**config.mk**
```make
export PLATFORM = sky130hd
export DESIGN_NAME = store_buffer_flat
export DESIGN_NICKNAME = d
export VERILOG_FILES = /design/src/rtl/store_buffer_pkg.sv /design/src/rtl/store_buffer_if.sv /design/src/rtl/store_buffer_match.sv /design/src/rtl/store_buffer.sv /design/src/flat_wrapper.sv
export SDC_FILE = /design/constraint.sdc
export NUM_CORES = 1
export LEC_CHECK = 0
export CAP_MARGIN = 20
export CORE_MARGIN = 5
export CORE_UTILIZATION = 59
export DETAILED_ROUTE_END_ITERATION = 12
export GPL_ROUTABILITY_DRIVEN = 0
export PLACE_DENSITY_LB_ADDON = 0.08
export SLEW_MARGIN = 5
export SYNTH_ARGS = -nofsm -noshare
export SYNTH_HDL_FRONTEND = slang
export SYNTH_HIERARCHICAL = 1
export SYNTH_SLANG_ARGS = --single-unit
export TNS_END_PERCENT = 30
```
**constraint.sdc**
```tcl
create_clock -name clock -period 5.3 [get_ports clock]
set_input_delay 0.53 -clock clock [delete_from_list [all_inputs] [get_ports clock]]
set_output_delay 0.53 -clock clock [all_outputs]
set_load 0.02 [all_outputs]
```
**src/rtl/store_buffer_pkg.sv**
```systemverilog
// Shared types and constants for the store buffer: entry layout, drain states,
// pointer sizing and byte-lane geometry.
package store_buffer_pkg;

  localparam int MAX_ADDR_W = 32;
  localparam int MAX_DATA_W = 32;
  localparam int LANE_W     = 8;
  localparam int LANE_SEL_W = 2;

  typedef struct packed {
    logic [MAX_ADDR_W-1:0] addr;
    logic [MAX_DATA_W-1:0] data;
    logic                  is_byte;
    logic                  valid;
  } sb_entry_t;

  typedef enum logic {
    IDLE  = 1'b0,
    DRAIN = 1'b1
  } drain_state_e;

  // Pointer width carries one extra wrap bit beyond the entry index.
  function automatic int ptr_w(input int depth);
    return $clog2(depth) + 1;
  endfunction

endpackage

```
**src/rtl/store_buffer_if.sv**
```systemverilog
// Store/load/drain signal bundle between the M stage, the store buffer and the
// data memory controller.
interface store_buffer_if #(
  parameter int ADDR_W = 32,
  parameter int DATA_W = 32,
  parameter int CNT_W  = 3
);
  logic              st_valid;
  logic [ADDR_W-1:0] st_addr;
  logic [DATA_W-1:0] st_data;
  logic              st_byte;
  logic              st_ready;
  logic              ld_valid;
  logic [ADDR_W-1:0] ld_addr;
  logic              ld_byte;
  logic              ld_hit;
  logic [DATA_W-1:0] ld_data;
  logic              ld_conflict;
  logic              dm_req;
  logic [ADDR_W-1:0] dm_addr;
  logic [DATA_W-1:0] dm_data;
  logic              dm_byte;
  logic              dm_ack;
  logic              drain_all;
  logic              empty;
  logic [CNT_W-1:0]  count;

  modport slave (
    input  st_valid, st_addr, st_data, st_byte, ld_valid, ld_addr, ld_byte,
           dm_ack, drain_all,
    output st_ready, ld_hit, ld_data, ld_conflict, dm_req, dm_addr, dm_data,
           dm_byte, empty, count
  );

  modport master (
    output st_valid, st_addr, st_data, st_byte, ld_valid, ld_addr, ld_byte,
           dm_ack, drain_all,
    input  st_ready, ld_hit, ld_data, ld_conflict, dm_req, dm_addr, dm_data,
           dm_byte, empty, count
  );
endinterface

```
**src/rtl/store_buffer_match.sv**
```systemverilog
// Combinational load lookup: per-entry overlap/cover compare with the youngest
// overlapping entry deciding between a forward hit and a partial conflict.
module store_buffer_match
  import store_buffer_pkg::*;
#(
  parameter  int DEPTH  = 4,
  parameter  int ADDR_W = 32,
  parameter  int DATA_W = 32,
  localparam int PTR_W  = ptr_w(DEPTH),
  localparam int IDX_W  = $clog2(DEPTH)
) (
  input  sb_entry_t         ent [DEPTH],
  input  logic [PTR_W-1:0]  head,
  input  logic [PTR_W-1:0]  tail,
  input  logic              ld_valid,
  input  logic [ADDR_W-1:0] ld_addr,
  input  logic              ld_byte,
  output logic              hit,
  output logic              conflict,
  output logic [DATA_W-1:0] data
);

  logic [PTR_W-1:0]  occ;
  logic [IDX_W-1:0]  idx;
  logic [IDX_W-1:0]  sel;
  logic              found;
  logic              overlap;
  logic [ADDR_W-1:0] ea;
  logic [LANE_W-1:0] lane_byte;

  assign occ = tail - head;

  // Walk oldest to youngest so the last overlapping entry seen wins.
  always_comb begin
    found   = 1'b0;
    sel     = '0;
    idx     = '0;
    overlap = 1'b0;
    ea      = '0;
    for (int unsigned k = 0; k < DEPTH; k++) begin
      idx     = head[IDX_W-1:0] + IDX_W'(k);
      ea      = ent[idx].addr[ADDR_W-1:0];
      overlap = (ent[idx].is_byte && ld_byte) ? (ea == ld_addr)
              : (ea[ADDR_W-1:LANE_SEL_W] == ld_addr[ADDR_W-1:LANE_SEL_W]);
      if ((PTR_W'(k) < occ) && ent[idx].valid && overlap) begin
        found = 1'b1;
        sel   = idx;
      end
    end
  end

  always_comb begin
    hit       = 1'b0;
    conflict  = 1'b0;
    data      = '0;
    lane_byte = ent[sel].data[ld_addr[LANE_SEL_W-1:0]*LANE_W +: LANE_W];
    if (ld_valid && found) begin
      if (!ent[sel].is_byte || ld_byte) begin
        hit = 1'b1;
        if (!ld_byte)              data = ent[sel].data[DATA_W-1:0];
        else if (ent[sel].is_byte) data = DATA_W'(ent[sel].data[LANE_W-1:0]);
        else                       data = DATA_W'(lane_byte);
      end else begin
        conflict = 1'b1;
      end
    end
  end

endmodule

```
**src/rtl/store_buffer.sv**
```systemverilog
// In-order store buffer: circular FIFO of retired stores, drained to data
// memory over req/ack, with store-to-load forwarding and conflict reporting.
module store_buffer
  import store_buffer_pkg::*;
#(
  parameter int DEPTH      = 4,
  parameter int ADDR_W     = 32,
  parameter int DATA_W     = 32,
  parameter int LAZY_DRAIN = 0,
  parameter int HIGH_WATER = 3
) (
  input  logic          clock,
  input  logic          reset,
  store_buffer_if.slave bus
);

  localparam int PTR_W = ptr_w(DEPTH);
  localparam int IDX_W = $clog2(DEPTH);

  sb_entry_t        ent [DEPTH];
  logic [PTR_W-1:0] head, tail, occ, occ_next;
  logic [IDX_W-1:0] head_idx, tail_idx;
  drain_state_e     state, state_next;
  logic             st_ready_q, push, pop, dm_req, drain_en, ld_conflict;

  assign head_idx = head[IDX_W-1:0];
  assign tail_idx = tail[IDX_W-1:0];
  assign occ      = tail - head;
  assign dm_req   = (state == DRAIN);
  assign push     = bus.st_valid && st_ready_q;
  assign pop      = bus.dm_ack && dm_req;
  assign occ_next = occ + PTR_W'(push) - PTR_W'(pop);

  always_ff @(posedge clock or negedge reset) begin
    if (!reset) begin
      head       <= '0;
      tail       <= '0;
      st_ready_q <= 1'b1;
      for (int unsigned i = 0; i < DEPTH; i++) ent[i] <= '0;
    end else begin
      if (push) begin
        ent[tail_idx] <= '{addr:    MAX_ADDR_W'(bus.st_addr),
                           data:    MAX_DATA_W'(bus.st_data),
                           is_byte: bus.st_byte,
                           valid:   1'b1};
        tail <= tail + PTR_W'(1);
      end
      if (pop) begin
        ent[head_idx].valid <= 1'b0;
        head <= head + PTR_W'(1);
      end
      st_ready_q <= (occ_next != PTR_W'(DEPTH));
    end
  end

  always_ff @(posedge clock or negedge reset) begin
    if (!reset) state <= IDLE;
    else        state <= state_next;
  end

  // Transitions look at post-edge occupancy so dm_req never asserts on an
  // empty buffer and drops on the same edge that pops the last entry.
  always_comb begin
    state_next = state;
    drain_en   = (LAZY_DRAIN != 0)
               ? ((occ_next >= PTR_W'(HIGH_WATER)) || bus.drain_all || ld_conflict)
               : 1'b1;
    unique case (state)
      IDLE:    if (drain_en && (occ_next != '0)) state_next = DRAIN;
      DRAIN:   if ((occ_next == '0) || !drain_en) state_next = IDLE;
      default: state_next = IDLE;
    endcase
  end

  store_buffer_match #(
    .DEPTH  (DEPTH),
    .ADDR_W (ADDR_W),
    .DATA_W (DATA_W)
  ) u_match (
    .ent      (ent),
    .head     (head),
    .tail     (tail),
    .ld_valid (bus.ld_valid),
    .ld_addr  (bus.ld_addr),
    .ld_byte  (bus.ld_byte),
    .hit      (bus.ld_hit),
    .conflict (ld_conflict),
    .data     (bus.ld_data)
  );

  assign bus.ld_conflict = ld_conflict;
  assign bus.st_ready    = st_ready_q;
  assign bus.dm_req      = dm_req;
  assign bus.dm_addr     = ent[head_idx].addr[ADDR_W-1:0];
  assign bus.dm_data     = ent[head_idx].data[DATA_W-1:0];
  assign bus.dm_byte     = ent[head_idx].is_byte;
  assign bus.empty       = (head == tail);
  assign bus.count       = occ;

endmodule

```
**src/flat_wrapper.sv**
```systemverilog
// flat-port wrapper written by rule: the top's interface ports become plain ports
module store_buffer_flat import store_buffer_pkg::*;
#(
  parameter int DEPTH      = 4,
  parameter int ADDR_W     = 32,
  parameter int DATA_W     = 32,
  parameter int LAZY_DRAIN = 0,
  parameter int HIGH_WATER = 3
)
  (clock, reset, bus_st_valid, bus_st_addr, bus_st_data, bus_st_byte, bus_ld_valid, bus_ld_addr, bus_ld_byte, bus_dm_ack, bus_drain_all, bus_st_ready, bus_ld_hit, bus_ld_data, bus_ld_conflict, bus_dm_req, bus_dm_addr, bus_dm_data, bus_dm_byte, bus_empty, bus_count);
  store_buffer_if #(.ADDR_W(ADDR_W), .DATA_W(DATA_W), .CNT_W(3)) bus_i ();
  input  logic clock;
  input  logic reset;
  input wire logic [$bits(bus_i.st_valid)-1:0] bus_st_valid;
  input wire logic [$bits(bus_i.st_addr)-1:0] bus_st_addr;
  input wire logic [$bits(bus_i.st_data)-1:0] bus_st_data;
  input wire logic [$bits(bus_i.st_byte)-1:0] bus_st_byte;
  input wire logic [$bits(bus_i.ld_valid)-1:0] bus_ld_valid;
  input wire logic [$bits(bus_i.ld_addr)-1:0] bus_ld_addr;
  input wire logic [$bits(bus_i.ld_byte)-1:0] bus_ld_byte;
  input wire logic [$bits(bus_i.dm_ack)-1:0] bus_dm_ack;
  input wire logic [$bits(bus_i.drain_all)-1:0] bus_drain_all;
  output wire logic [$bits(bus_i.st_ready)-1:0] bus_st_ready;
  output wire logic [$bits(bus_i.ld_hit)-1:0] bus_ld_hit;
  output wire logic [$bits(bus_i.ld_data)-1:0] bus_ld_data;
  output wire logic [$bits(bus_i.ld_conflict)-1:0] bus_ld_conflict;
  output wire logic [$bits(bus_i.dm_req)-1:0] bus_dm_req;
  output wire logic [$bits(bus_i.dm_addr)-1:0] bus_dm_addr;
  output wire logic [$bits(bus_i.dm_data)-1:0] bus_dm_data;
  output wire logic [$bits(bus_i.dm_byte)-1:0] bus_dm_byte;
  output wire logic [$bits(bus_i.empty)-1:0] bus_empty;
  output wire logic [$bits(bus_i.count)-1:0] bus_count;
  assign bus_i.st_valid = bus_st_valid;
  assign bus_i.st_addr = bus_st_addr;
  assign bus_i.st_data = bus_st_data;
  assign bus_i.st_byte = bus_st_byte;
  assign bus_i.ld_valid = bus_ld_valid;
  assign bus_i.ld_addr = bus_ld_addr;
  assign bus_i.ld_byte = bus_ld_byte;
  assign bus_i.dm_ack = bus_dm_ack;
  assign bus_i.drain_all = bus_drain_all;
  assign bus_st_ready = bus_i.st_ready;
  assign bus_ld_hit = bus_i.ld_hit;
  assign bus_ld_data = bus_i.ld_data;
  assign bus_ld_conflict = bus_i.ld_conflict;
  assign bus_dm_req = bus_i.dm_req;
  assign bus_dm_addr = bus_i.dm_addr;
  assign bus_dm_data = bus_i.dm_data;
  assign bus_dm_byte = bus_i.dm_byte;
  assign bus_empty = bus_i.empty;
  assign bus_count = bus_i.count;
  store_buffer #(.DEPTH(DEPTH), .ADDR_W(ADDR_W), .DATA_W(DATA_W), .LAZY_DRAIN(LAZY_DRAIN), .HIGH_WATER(HIGH_WATER)) u_core (.clock(clock), .reset(reset), .bus(bus_i));
endmodule
```
==> flow_summary_export.csv, run 1 <==
group,metric,value,unit
status,outcome,"complete, but fails checks",
status,violations,"negative setup slack",
drt,drc,0,
synth,synth_top_area_share,32.5,%
timing,fmax,172,MHz
drt,drt-met1-wl,27.6,mm
die,die_width,198,um
setup_path,worstPathMaxFanout,14,
drt,met2_length,29.5,mm
power_and_ir_drop,power_density,734,nW/um^2
setup_path,regToRegSetupSlack,2470,ps
timing,fin_skew,14.0,ps
synth,synth_simple_gate_area_share,6.27,%
cts,cts.sinks,272,
cells_and_area,nNetsFinal,2168,
global_route,grt_usage,32.6,%
drt,wl_met3,5.35,mm
synth,synth-compound-area-share,8.38,%
min_path,hold_path.class,"primary input to asynchronous set/reset pin",
setup_path,cp.required,4770,ps
die,dieArea,39200,sq um
cts,worstSkewPairLatency,540,ps
timing,worstMarginPinSlew,970,ps
drt,wirelength,64.5,mm
die,coreArea,34700,sq um
synth,synth_common_cells,"dfrtp_1, mux2i_1, mux2_4",
synth,synth.top_cells.by_area,"dfrtp_1, mux4_2, mux2_4",
drt,highest_layer,"met5",
synth,avgSynthCellArea,12.7,sq um
synth,synth_edf_count,0,
drt,firstDrtPassIters,5,
cells_and_area,areaGrowthSynthToFinish,27.8,%
synth,async_flop_share,100,%
timing,hold_viol_final,0,
synth,synth_xor_area_share,6.35,%
timing,fin_crit,5800,ps
global_route,grt_first_pass_wirelength,100,mm
placed_design,post-dp-hpwl,45.5,mm
global_route,gr-total-overflow,0,
power_and_ir_drop,p_leak,11.6,nW
cts,numCtsBuffers,34,
synth,yosys_warnings,6,
timing,setup_ws,-501,ps
timing,setup_violations,34,
die,die_y,198,um
synth,syn_nets,1763,
cts,clkTransAtPathRegs,60,ps
cells_and_area,drive_above_1_share,42.0,%
global_route,grt_pass1_vias,16900,
setup_path,worstSetupPathType,"flop to primary output",
die,start_util,60.1,%
drt,ant_nets,0,
cts,hold_buffers,0,
synth,synth_cells,1644,
global_route,grt_max_degree,117,
setup_path,start_kind,"flop",
cells_and_area,fin_area,26700,sq um
synth,yosys.cell_count.top_type,"dfrtp_1",
placed_design,place_area,25000,sq um
synth,ys_seq_elements,272,
placed_design,io_buffers,207,
timing,drv_slew,0,
cts,cts-root-buf,"clkbuf_16",
cts,cts.path.max_buffers,3,
cts,htree_levels,2,
drt,viasPerCell,6.45,
drt,wl_per_cell,25.5,um
drt,num_vias,16300,
drt,drtIter0Drc,1497,
timing,rsz0062_at_grt,"true",
synth,synth_top_cell_by_area,"dfrtp_1",
global_route,antenna_found_initial,5,
synth,ys_seq_area_share,32.6,%
timing,relSlewSlack,35.4,%
flow_run,cap_violations,0,
timing,finalCritPeriodShare,109,%
setup_path,cp.arrival,5270,ps
die,num_io_pins,209,
setup_path,critPathCaptureType,"primary output",
cts,cts_tree,"yes",
synth,muxShareOfSynthArea,40.0,%
synth,synthAdderAreaFrac,1.01,%
timing,setup_tns,-12210,ps
synth,synth.distinct_cells,87,
synth,syn_area,20900,sq um
timing,holdWs,26.9,ps
synth,ys.flop_type,"dfrtp_1",
power_and_ir_drop,vdd_ir_drop_max,0.000623,V
synth,synth_top_family_by_area,"multiplexers",
power_and_ir_drop,power.total,19.6,mW
die,row_count,68,
## through the flow
step | std cells | worst slack [ps] | util [%]
finish | 2530 | -501 | 76.9
global route | 2530 | -544 | 76.9
CTS | 2513 | -379 | 76.2
detailed placement | 2441 | -404 | 71.9
global placement | 2440 | -324 | 71.8
floorplan | 1644 | 333 | -
## cell families (layout without fill, tap and decap cells)
logic type,Yosys count,after routing
other,0,2
AOI/OAI and AO/OA,215,215
DFF,272,272
and+or+nand+nor,232,232
buffers and inverters,178,607
adders and majority gates,15,15
muxes,584,584
xor gates and xnor gates,148,148
## layer usage
| metal | track usage (%) | up-vias |
|---|---|---|
| met1 | 47.4 | 8347 |
| met5 | 0 | - |
| li1 | - | 7088 |
| met3 | 5.92 | 136 |
| met2 | 50.1 | 733 |
| met4 | 10.3 | 6 |
## power by group
| part | leakage [nW] | switching [mW] | internal (mW) |
|---|---|---|---|
| clock network | 0.595 | 0.937 | 1.60 |
| logic | 7.79 | 5.75 | 6.85 |
| registers | 3.22 | 1.30 | 3.16 |
## worst paths after layout
kind,start,end,cells after the start
max in group asynchronous,reset,asynchronous set/reset pin,2
max,u_core/head[0]$_DFFE_PN0P_,bus_ld_data[7],19
min reg2reg,flop,flop,1
min,reset,asynchronous set/reset pin,1
min in group clock,flop,flop,1
max reg2reg,u_core/head[0]$_DFFE_PN0P_,u_core/bus.dm_req$_DFF_PN0_,8
## area by class of cell
cell class,instances,area [sq um]
diodes,2,5.00
clock buffers,51,1040
clock inverters,9,174
fillers,2256,8030
inverters,34,128
multi-input cells,1194,13300
flip-flops and latches,272,6820
well taps,455,569
repair buffers,513,4670
## cell usage in the layout, fill, tap and decap left out, types with 19 or more instances in the layout
cell               n
mux2_4           151
inv_1             32
dfrtp_1          269
clkbuf_16         37
xor2_1            35
mux4_2           126
mux2_2           104
buf_6             19
clkdlybuf4s50_1  172
o21ai_0           19
buf_4            296
mux2i_1          162
buf_12            21
nand2_1           63
and3_1            25
xnor2_1          108
a21oi_1           25
mux2_1            40
## critical path: stages (launching register included)
cell      delay (ps)
dfrtp_4          490
buf_12           180
buf_4            130
mux4_2           510
xor2_1           180
nor4_2           340
nand4_1          240
nor4_4           310
buf_4            180
a211oi_4          60
a32o_2           230
a2111o_1         460
buf_4            180
buf_6            130
buf_6            140
mux2i_1          110
a2111o_1         420
o211ai_1         140
a221oi_2         100
buf_4            170
## timing repair
action                     in CTS  in global routing
gates resized for setup       232                 27
setup buffers                  12                 14
pin swaps                      23                  7
setup endpoints to repair      34                 34
cloned                          0                  0
No activity file was read; power rests on OpenSTA's default activity.
==> inputs of run 2 (changes only) <==
Settings changed: MAX_ROUTING_LAYER set to met4.
==> run 2 against run 1 <==
The run still ends with negative setup slack left. Worst hold slack better by 5.3 ps. Sequential cell count unchanged. Final cell count up 0.47%. Design area up 1.1%. Largest cell class unchanged. Highest routed layer is now met4.
==> flow_summary_export.csv, run 2 (same netlist as run 1, synthesis figures left out) <==
group,metric,value,unit
status,outcome,"complete, but fails checks",
status,violations,"negative setup slack",
setup_path,worstRegToRegCells,9,
placed_design,io_buffers,207,
timing,fmax,173,MHz
drt,num_vias,16400,
timing,relSlewSlack,36.4,%
setup_path,slowest_stage,"dfrtp_4",
power_and_ir_drop,p_switching,8.06,mW
drt,wirelength,65.1,mm
timing,rsz0062_at_grt,"true",
timing,setup_violations,34,
cts,cts-root-buf,"clkbuf_16",
timing,finalCritPeriodShare,109,%
setup_path,worstPathMaxFanout,5,
timing,setup_ws,-469,ps
die,dieArea,39200,sq um
cts,worstSkewPairLatency,540,ps
cts,numCtsBuffers,34,
global_route,antenna_found_initial,5,
cts,cts_tree,"yes",
setup_path,regToRegSetupSlack,2370,ps
setup_path,start_kind,"flop",
setup_path,path_depth,20,
power_and_ir_drop,power.total,19.8,mW
drt,drc,0,
power_and_ir_drop,pwr-share-clk,12.8,%
drt,firstDrtPassIters,5,
setup_path,crit_top_cell,"buf_6",
die,coreArea,34700,sq um
die,die_y,198,um
global_route,gr-total-overflow,0,
die,die_width,198,um
cells_and_area,drive_above_1_share,42.3,%
setup_path,worstPathCellList,"buf_12 -> clkbuf_16 -> buf_6 -> mux4_2 -> xnor2_4 -> nor4_2 -> nand4_1 -> nor4_4 -> buf_4 -> a211oi_4 -> a32o_2 -> a2111o_1 -> buf_6 -> mux2_4 -> o21a_4 -> buf_6 -> o21ai_4 -> buf_12 -> a221oi_2 -> buf_4",
power_and_ir_drop,power_frac_comb,64.6,%
cts,hold_buffers,0,
timing,drv_slew,0,
placed_design,place_ws,-404,ps
timing,holdWs,32.2,ps
setup_path,r2r-start,"u_core/head[0]$_DFFE_PN0P_",
cts,cts.path.max_buffers,3,
cells_and_area,nNetsFinal,2177,
setup_path,critPathCaptureType,"primary output",
die,start_util,60.1,%
drt,viasPerCell,6.46,
die,num_io_pins,209,
timing,hold_viol_final,0,
power_and_ir_drop,internal-power,11.7,mW
cells_and_area,areaGrowthSynthToFinish,29.2,%
power_and_ir_drop,p_leak,11.7,nW
cells_and_area,layout_commonest_cell,"buf_4",
drt,wl_per_cell,25.6,um
global_route,grt_usage,33.6,%
setup_path,cpPeakStageDelay,540,ps
power_and_ir_drop,power_density,733,nW/um^2
flow_run,cap_violations,0,
timing,fin_crit,5770,ps
global_route,grt_max_degree,117,
setup_path,cp.required,4770,ps
cts,htree_levels,2,
die,row_count,68,
drt,ant_nets,0,
cells_and_area,final_cell_mix,"buf_4, dfrtp_1, clkdlybuf4s50_1, mux2i_1, mux2_4",
global_route,grt_pass1_vias,16900,
power_and_ir_drop,p_seq_share,22.6,%
power_and_ir_drop,vdd_ir_drop_max,0.000624,V
placed_design,post-dp-hpwl,45.5,mm
timing,fin_skew,14.6,ps
cts,clkTransAtPathRegs,60,ps
timing,worstMarginPinSlew,955,ps
global_route,grt_first_pass_wirelength,100,mm
min_path,hold_path.class,"primary input to asynchronous set/reset pin",
setup_path,path_buf_inv,8,
drt,drtIter0Drc,1438,
setup_path,cp_top_family,"buffers and inverters",
setup_path,timing.rr.end,"u_core/bus.dm_req$_DFF_PN0_",
setup_path,cp.arrival,5240,ps
cts,cts.sinks,272,
power_and_ir_drop,p_sw_share,40.8,%
setup_path,worstSetupPathType,"flop to primary output",
==> run 2: changes by cell type in the layout (fill, tap and decap cells not counted), sizes merged <==
cell / previous run / this run
buf: 340 / 348
diode: 2 / 5
clkbuf: 51 / 53
clkdlybuf4s15: 1 / 0
==> run 2: routing by layer <==
layer	wire, um	vias up	part of all wire (%)	GRT usage [%]
met5	0	-	0	-
met3	5590	136	8.6	5.55
li1	-	7121	-	-
met2	29800	747	46	50.2
met1	27700	8410	43	47.6
met4	1970	0	3.0	10.0
==> run 2: cell type report <==
class | count | area (sq um)
multi-input combinational | 1194 | 13400
fill | 2203 | 7750
sequential | 272 | 6820
timing repair buffer | 522 | 4840
clock buffer | 51 | 1040
tap | 455 | 569
clock inverter | 9 | 174
inverter | 34 | 130
antenna | 5 | 12.5
==> run 2: power groups by stage <==
stage / sequential, mW / combinational [mW] / clock [mW]
CTS: 4.42 / 12.4 / 2.57
global placement: 4.30 / 11.9 / 0
finish: 4.46 / 12.8 / 2.54
floorplan: 4.01 / 8.22 / 0
global route: 4.62 / 13.4 / 2.66
detailed placement: 4.42 / 12.1 / 0
==> run 2: worst max path at each step <==
stage                                          start              to  slack (ps)
after floorplan           u_core/head[1]$_DFFE_PN0P_  bus_ld_data[3]         330
after global placement               bus_ld_addr[18]  bus_ld_data[3]        -320
after detailed placement             bus_ld_addr[18]  bus_ld_data[3]        -400
after CTS                 u_core/head[0]$_DFFE_PN0P_  bus_ld_data[7]        -380
after global routing      u_core/head[0]$_DFFE_PN0P_  bus_ld_data[7]        -560
final                     u_core/head[0]$_DFFE_PN0P_  bus_ld_data[0]        -470
==> run 2: stage by stage <==
step / area, sq um / setup TNS, ps / util (%) / std cells
global placement: 24900 / -5320 / 71.8 / 2440
CTS: 26400 / -8030 / 76.2 / 2513
floorplan: 20900 / 0 / - / 1644
finish: 27000 / -11560 / 77.7 / 2542
global route: 27000 / -15120 / 77.7 / 2542
detailed placement: 25000 / -8220 / 71.9 / 2441
==> run 2: repair_timing <==
action / 4_1_cts / 5_1_grt
pin swaps: 23 / 23
hold endpoints to repair: 0 / 0
buffers inserted: 12 / 22
gates cloned: 0 / 2
resized for setup: 232 / 55
endpoints found under the setup margin: 34 / 34
==> run 2: worst reg2reg max path: cells and delay by family, from the launching register on <==
family | cells | cell delay (ps)
xor+xnor | 2 | 300
simple gates | 1 | 320
flops | 1 | 540
fa+ha+maj | 3 | 1190
buf+inv | 3 | 460
==> inputs of run 3 (changes only) <==
Settings changed: CAP_MARGIN 20 to not set, SKIP_LAST_GASP set to 1.
==> run 3 against run 2 <==
The flow still finishes with violations (negative setup slack). Non-clock buffer count down 12. Combinational power hardly changed. Via count about the same. Clock power about the same. Worst hold slack improved by 23 ps. Critical path depth is 1 lower. Final cell count shrank 0.35%.
==> flow_summary_export.csv, run 3 (same netlist as run 1, synthesis figures left out) <==
group,metric,value,unit
setup_path,crit_start,"u_core/head[0]$_DFFE_PN0P_",
die,coreArea,34700,sq um
cts,hold_buffers,0,
drt,met2_length,29.6,mm
setup_path,cpPeakStageDelay,540,ps
drt,wl_met3,5.60,mm
setup_path,worstPathMaxFanout,10,
status,outcome,"complete, but fails checks",
cts,cts.path.max_buffers,3,
power_and_ir_drop,p_leak,11.6,nW
placed_design,post-dp-hpwl,45.3,mm
setup_path,cp_top_family,"compound AO/OA/AOI/OAI gates",
global_route,grt_first_pass_wirelength,99.3,mm
drt,num_vias,16400,
placed_design,io_buffers,207,
cells_and_area,final_core_util,76.8,%
global_route,grt_max_degree,117,
drt,wirelength,64.4,mm
cts,numCtsBuffers,34,
global_route,antenna_found_initial,6,
timing,drv_slew,0,
die,num_io_pins,209,
drt,highest_layer,"met4",
cts,cts-root-buf,"clkbuf_16",
setup_path,critPathCaptureType,"primary output",
status,violations,"negative setup slack",
drt,viasPerCell,6.48,
cells_and_area,areaGrowthSynthToFinish,27.7,%
cells_and_area,drive_above_1_share,41.4,%
setup_path,cp.required,4770,ps
die,row_count,68,
setup_path,start_kind,"flop",
timing,rsz0062_at_grt,"true",
flow_run,cap_violations,0,
timing,fin_crit,5730,ps
cells_and_area,nNetsFinal,2165,
die,start_util,60.1,%
drt,drc,0,
cts,cts_tree,"yes",
timing,setup_ws,-428,ps
setup_path,worstPathCellList,"buf_12 -> clkbuf_16 -> buf_4 -> mux4_2 -> xnor2_1 -> and4_1 -> o221ai_2 -> nand3b_1 -> o21a_1 -> a32o_2 -> a2111o_1 -> buf_4 -> mux2i_2 -> o21a_4 -> nand3b_4 -> clkbuf_16 -> buf_4 -> nor3_4 -> buf_4",
drt,firstDrtPassIters,5,
drt,drtIter0Drc,1479,
timing,setup_tns,-11590,ps
cts,worstSkewPairLatency,520,ps
drt,drt-met1-wl,27.5,mm
timing,relSlewSlack,18.4,%
setup_path,worstSetupPathType,"flop to primary output",
die,die_y,198,um
die,die_width,198,um
drt,wl_per_cell,25.4,um
timing,holdWs,55.0,ps
setup_path,path_buf_inv,7,
power_and_ir_drop,power_density,736,nW/um^2
power_and_ir_drop,vdd_ir_drop_max,0.000678,V
timing,fmax,175,MHz
setup_path,crit_top_cell,"buf_4",
min_path,hold_path.class,"primary input to asynchronous set/reset pin",
timing,setup_violations,34,
drt,ant_nets,0,
setup_path,cp.arrival,5200,ps
cells_and_area,layout_commonest_cell,"buf_4",
timing,finalCritPeriodShare,108,%
setup_path,regToRegSetupSlack,2400,ps
cts,htree_levels,2,
global_route,gr-total-overflow,0,
die,dieArea,39200,sq um
timing,hold_viol_final,0,
global_route,grt_usage,33.1,%
timing,worstMarginPinSlew,1220,ps
cells_and_area,final_cell_mix,"buf_4, dfrtp_1, clkdlybuf4s50_1, mux2i_1, mux2_4",
cts,cts.sinks,272,
setup_path,slowest_stage,"mux4_2",
global_route,grt_pass1_vias,16900,
setup_path,r2r-start,"u_core/tail[0]$_DFFE_PN0P_",
cts,clkTransAtPathRegs,60,ps
timing,fin_skew,14.1,ps
-- run 3: changes by cell type in the layout (fill, tap and decap cells not counted), sizes merged --
cell / change
clkinvlp: +1
bufinv: -1
clkdlybuf4s15: +7
clkbuf: +3
clkinv: -1
inv: +1
diode: +1
buf: -20
-- run 3: layout make-up --
class                   count  area (sq um)
multi-input cells        1194         13200
flip-flops and latches    272          6820
repair buffers            510          4660
inverters                  34           130
fillers                  2279          8060
clock inverters             9           151
clock buffers              53          1090
well taps                 455           569
diodes                      6          15.0
-- run 3: per-layer routing --
metal	vias to the layer above	track usage (%)
met2	773	49.7
met1	8416	47.5
met3	117	5.65
li1	7099	-
met4	0	8.52
met5	-	-
-- run 3: repair_timing --
action / CTS / global route
setup buffers: 11 / 12
pin swaps: 12 / 7
endpoints found under the setup margin: 34 / 34
resized for setup: 159 / 63
gates cloned: 0 / 2
-- run 3: worst paths after layout --
check | to | cells past startpoint
worst min-delay path | asynchronous set/reset pin | 1
worst max register to register | flop | 6
worst min register to register | flop | 1
worst max-delay path | bus_ld_data[14] | 19
max in group asynchronous | asynchronous set/reset pin | 2
min in group clock | flop | 1
-- run 3: power by group --
| group | internal (mW) | switching, mW |
|---|---|---|
| Clock | 1.61 | 0.924 |
| Combinational | 6.86 | 5.76 |
| Sequential | 3.16 | 1.30 |
| Total | 11.6 | 7.99 |
-- run 3: metrics by stage --
step | area (sq um) | power, mW | cells | worst slack (ps)
floorplan | 20900 | 12.2 | 1644 | 333
global placement | 24900 | 16.2 | 2440 | -324
detailed placement | 24900 | 16.5 | 2440 | -374
CTS | 26300 | 19.3 | 2513 | -358
global route | 26700 | 20.5 | 2533 | -525
finish | 26700 | 19.6 | 2533 | -428
